### src/rtl/shift_line_ctrl.sv
// Sequencing controller for a fixed-depth shift-register delay line: shift enable,
// per-stage valid tracking, flush/drain. Optional stall counter via SHIFT_LINE_STALL_CNT_EN.
module shift_line_ctrl #(
  parameter  int unsigned DEPTH = 4,
  localparam int unsigned CNT_W = $clog2(DEPTH + 1)
) (
  input  logic             clk,
  input  logic             rst_n,
  input  logic             in_valid,
  output logic             in_ready,
  output logic             out_valid,
  input  logic             out_ready,
  input  logic             flush,
  output logic             shift_en,
  output logic [CNT_W-1:0] occ,
  output logic             busy,
`ifdef SHIFT_LINE_STALL_CNT_EN
  output logic [15:0]      stall_cnt,
`endif
  output logic             flush_done
);

  typedef enum logic [1:0] {
    IDLE  = 2'd0,
    RUN   = 2'd1,
    DRAIN = 2'd2
  } state_e;

  state_e           state_q, state_d;
  logic [DEPTH-1:0] vbits_q, vbits_d;
  logic [CNT_W-1:0] occ_q, occ_d;
  logic             flush_done_q, flush_done_d;

  logic             tail_valid;
  logic             can_shift;
  logic             want_shift;
  logic             in_fire;

  function automatic logic [CNT_W-1:0] popcount(input logic [DEPTH-1:0] v);
    logic [CNT_W-1:0] c;
    c = '0;
    for (int unsigned i = 0; i < DEPTH; i++) begin
      c = c + CNT_W'(v[i]);
    end
    return c;
  endfunction

  // State register
  always_ff @(posedge clk or negedge rst_n) begin
    if (!rst_n) begin
      state_q      <= IDLE;
      vbits_q      <= '0;
      occ_q        <= '0;
      flush_done_q <= 1'b0;
    end else begin
      state_q      <= state_d;
      vbits_q      <= vbits_d;
      occ_q        <= occ_d;
      flush_done_q <= flush_done_d;
    end
  end

  // Handshake and shift decode, derived from current state without added latency
  always_comb begin
    tail_valid = vbits_q[DEPTH-1];
    can_shift  = !tail_valid | out_ready;
    want_shift = (in_valid & (state_q != DRAIN))
               | (tail_valid & out_ready)
               | ((state_q == DRAIN) & (|vbits_q));
    shift_en   = can_shift & want_shift;
    in_ready   = can_shift & (state_q != DRAIN);
    in_fire    = in_valid & in_ready;
    out_valid  = tail_valid;
    busy       = (state_q != IDLE);
    occ        = occ_q;
    flush_done = flush_done_q;
  end

  // Next-state: valid-bit shifting and sequencing
  always_comb begin
    vbits_d      = vbits_q;
    state_d      = state_q;
    flush_done_d = 1'b0;
    if (shift_en) begin
      vbits_d = {vbits_q[DEPTH-2:0], in_fire};
    end
    occ_d = popcount(vbits_d);
    unique case (state_q)
      IDLE: begin
        if (in_fire) begin
          state_d = flush ? DRAIN : RUN;
        end else if (flush) begin
          flush_done_d = 1'b1;
        end
      end
      RUN: begin
        if (flush) begin
          // An already-empty line completes its flush without visiting DRAIN
          if (vbits_d == '0) begin
            state_d      = IDLE;
            flush_done_d = 1'b1;
          end else begin
            state_d = DRAIN;
          end
        end else if (vbits_d == '0) begin
          state_d = IDLE;
        end
      end
      DRAIN: begin
        if (vbits_d == '0) begin
          state_d      = IDLE;
          flush_done_d = 1'b1;
        end
      end
      default: begin
        state_d = IDLE;
      end
    endcase
  end

`ifdef SHIFT_LINE_STALL_CNT_EN
  logic [15:0] stall_cnt_q, stall_cnt_d;

  // Saturating count of cycles where the tail is held back by downstream
  always_comb begin
    stall_cnt_d = stall_cnt_q;
    if (flush_done_d) begin
      stall_cnt_d = '0;
    end else if (tail_valid && !out_ready && (stall_cnt_q != 16'hFFFF)) begin
      stall_cnt_d = stall_cnt_q + 16'd1;
    end
  end

  always_ff @(posedge clk or negedge rst_n) begin
    if (!rst_n) begin
      stall_cnt_q <= '0;
    end else begin
      stall_cnt_q <= stall_cnt_d;
    end
  end

  assign stall_cnt = stall_cnt_q;
`endif

endmodule
### config.mk
export PLATFORM = sky130hd
export DESIGN_NAME = shift_line_ctrl
export DESIGN_NICKNAME = d
export VERILOG_FILES = /design/src/rtl/shift_line_ctrl.sv
export SDC_FILE = /design/constraint.sdc
export NUM_CORES = 1
export LEC_CHECK = 0
export CAP_MARGIN = 0
export CORE_AREA = 4 4 41 43
export DETAILED_ROUTE_END_ITERATION = 12
export DIE_AREA = 0 0 45 47
export PLACE_DENSITY_LB_ADDON = 0.05
export RECOVER_POWER = 25
export SLEW_MARGIN = 20
export SYNTH_ARGS = -nofsm -noshare
export SYNTH_HDL_FRONTEND = slang
export SYNTH_SLANG_ARGS = --single-unit
export TNS_END_PERCENT = 5
### constraint.sdc
create_clock -name clk -period 4.3 [get_ports clk]
set_clock_uncertainty 0.1 [all_clocks]
set_input_delay 0.645 -clock clk [delete_from_list [all_inputs] [get_ports clk]]
set_output_delay 0.645 -clock clk [all_outputs]
set_load 0.02 [all_outputs]
==> summary.txt <==
Outcome
  • Status: completed

Floorplan
  • Site Rows: 13
  • Initial Util: around two fifths
  • I/O Pins: 13
  • Die area: 2115 um2
  • DIE HEIGHT: ~47 um
  • Core area: 1301 um2
  • DIE WIDTH: 45 um

Clocking
  • Clock sink total: 10
  • Post-CTS sizing: 0
  • Clk buf depth: 2
  • Reg clk slew, reported paths: approximately 0.070 ns
  • Number of CTS-inserted buffers: 3
  • Clock root buffer: clkbuf_4
  • Clk Latency, worst-skew pair: roughly 0.26 ns
  • Post-CTS setup buffers: 0
  • # hold bufs at CTS: 0
  • CTS tree: yes
  • CTS H-tree lvls: 1

STA
  • Slew headroom: between 70% and 80%
  • Slew Limit Fails: 0
  • Hold slack: 0.3868 ns
  • Post-layout min period: 3.130 ns
  • Part of the cycle the worst path needs: about 73%
  • RSZ-0062 raised after global routing: no
  • Fin. Hold Viols: 0
  • Max Clock Freq: 319.5 MHz
  • Worst-Margin Slew: ~0.44 ns
  • Worst setup margin: 1.170 ns
  • Setup TNS: 0 ns
  • Final setup viols: 0

Layout
  • Antenna fix cells: 0
  • Multi-input logic area: 252.7 um2
  • Share of cells above drive strength 1: under 10%
  • FF/Latch Area: 250.2 um2
  • Total Nets Final: between 70 and 80
  • Layout area overhead: 32.08%
  • Fill cell count: between 100 and 150
  • Final Util: between 50% and 60%

Power
  • Leak Pwr: 0.3301 nW
  • Maximum VDD drop: 0.0004044 V
  • P per Cell Area: roughly 830 nW/um2

Yosys
  • Mapped Area: 530.5 um2
  • Yosys top cell area share: between 40% and 50%
  • Synth warn: 0
  • Commonest cells in the synthesized netlist: dfrtp_1, inv_1, ha_1, nor3_1, o21ai_0
  • Avg Cell Area, Syn: 10.20 um2
  • Syn Nets: 61
  • Synthesized flop and latch total: 10
  • Synth area leaders: dfrtp_1, ha_1, inv_1, fa_1, nor3_1
  • Post-synth EDFFs: 0
  • Post-synth top area cell: dfrtp_1
  • Post-synth ARST share: between 90% and 100%
  • Distinct cells, synth: 27
  • Count leader, synth: dfrtp_1
  • Primary FF master, synth: dfrtp_1
  • Sequential area share after synthesis: 47.17%
  • Post-synthesis instance total: 52

Placed design
  • HPWL after DPL: about 790 um
  • Final GP Congestion: around 0.73
  • Port-buffer cells: 12
  • Setup slack at placement: between 1 and 1.5 ns

Worst setup path
  • Setup CP Type: primary input to output pin
  • Critical Path Sink Type: output pin
  • WP data arrival: 2.38 ns
  • Worst setup SP type: primary input
  • Critical Path Source: out_ready
  • Critical R2R Launch: state_q[0]
  • CP Data Required Time: 3.56 ns
  • Crit Path Max Fanout: 4

GRT
  • Initial antenna violation count: 0
  • Largest net degree at the start of global routing: 11
  • Vias in the first global route: around 400
  • First-pass GRT wire length: between 1500 and 2000 um
  • GRT overflow: 0
  • Total GRT Usage: between 10 and 15%

Hold path
  • Hold wc startpoint: state_q[1]
  • Worst min path class: flip-flop to flip-flop

Drt
  • Post-Route WL: roughly 1000 um
  • Detail Route Antenna Nets: 0
  • Residual DRC: 0
  • Starting DRT DRC Count: 7
  • Vias: ~440
  • DR WL/cell: roughly 13 um
  • Drt via density: 5.317
  • Drt first pass iters: 4

Run
  • Max-Cap Viols: 0
## final cells by class
cell class | count | share of cell area [%]
repair buffers | 12 | 17.14
well taps | 15 | 2.679
clock buffers | 4 | 5.179
inverters | 6 | 3.214
multi-input cells | 35 | 36.07
flip-flops and latches | 10 | 35.71
## metrics by stage
step | std cells | power (mW) | area [um2]
after CTS | 82 | 0.5892 | 700.7
after floorplan | 52 | 0.3812 | 530.5
after global placement | 78 | 0.5010 | 664.4
final | 82 | 0.5791 | 700.7
after global routing | 82 | 0.6391 | 700.7
after detailed placement | 78 | 0.5034 | 664.4
## sequential cells by signal (all words and copies together), names as in the netlist
signal      count
vbits_q         4
occ             3
state_q         2
flush_done      1
## critical path: stages
cell and delay [ns]:
clkdlybuf4s50_1 0.52, nand2b_1 0.19, o31a_1 0.23, a21boi_0 0.18, clkdlybuf4s50_1 0.62
## worst paths after layout
| kind | slack (ns) | cells past startpoint | to |
|---|---|---|---|
| max | 1.17 | 5 | shift_en |
| min | 0.39 | 1 | state_q[0] |
| max reg2reg | 1.90 | 7 | occ[1] |
| min reg2reg | 0.39 | 1 | state_q[0] |
| max in group asynchronous | 3.14 | 1 | occ[0] |
| min in group asynchronous | 0.65 | 1 | vbits_q[3] |
## report_power, final
| part | internal [mW] | switching [mW] |
|---|---|---|
| Combinational | 0.147 | 0.170 |
| Clock | 0.0513 | 0.0342 |
| Sequential | 0.139 | 0.0383 |
| Total | 0.337 | 0.242 |
## cell usage in the layout, fill, tap and decap left out, drive strengths merged, types with 2 or more instances in the layout
cell	instances
a21oi	2
clkbuf	4
clkdlybuf4s50	11
dfrtp	10
ha	3
inv	6
nand2b	2
nor2	2
nor2b	3
nor3	3
o21ai	5
## per-layer routing
layer	track usage, %	wire length, um
met2	18.08	484
met4	5.263	8
met3	3.448	66
met5	0	0
met1	13.88	465
## kinds of logic after synthesis
family                   Yosys count  share of synthesized area, %
adder cells (fa/ha/maj)            4                         10.85
AND/OR/NAND/NOR                   17                         19.10
multiplexers                       1                         1.887
buffers and inverters              7                         5.187
flip-flops                        10                         47.17
AO/OA/AOI/OAI                     13                         15.80
Note: power is estimated with default switching activity, not from simulation.
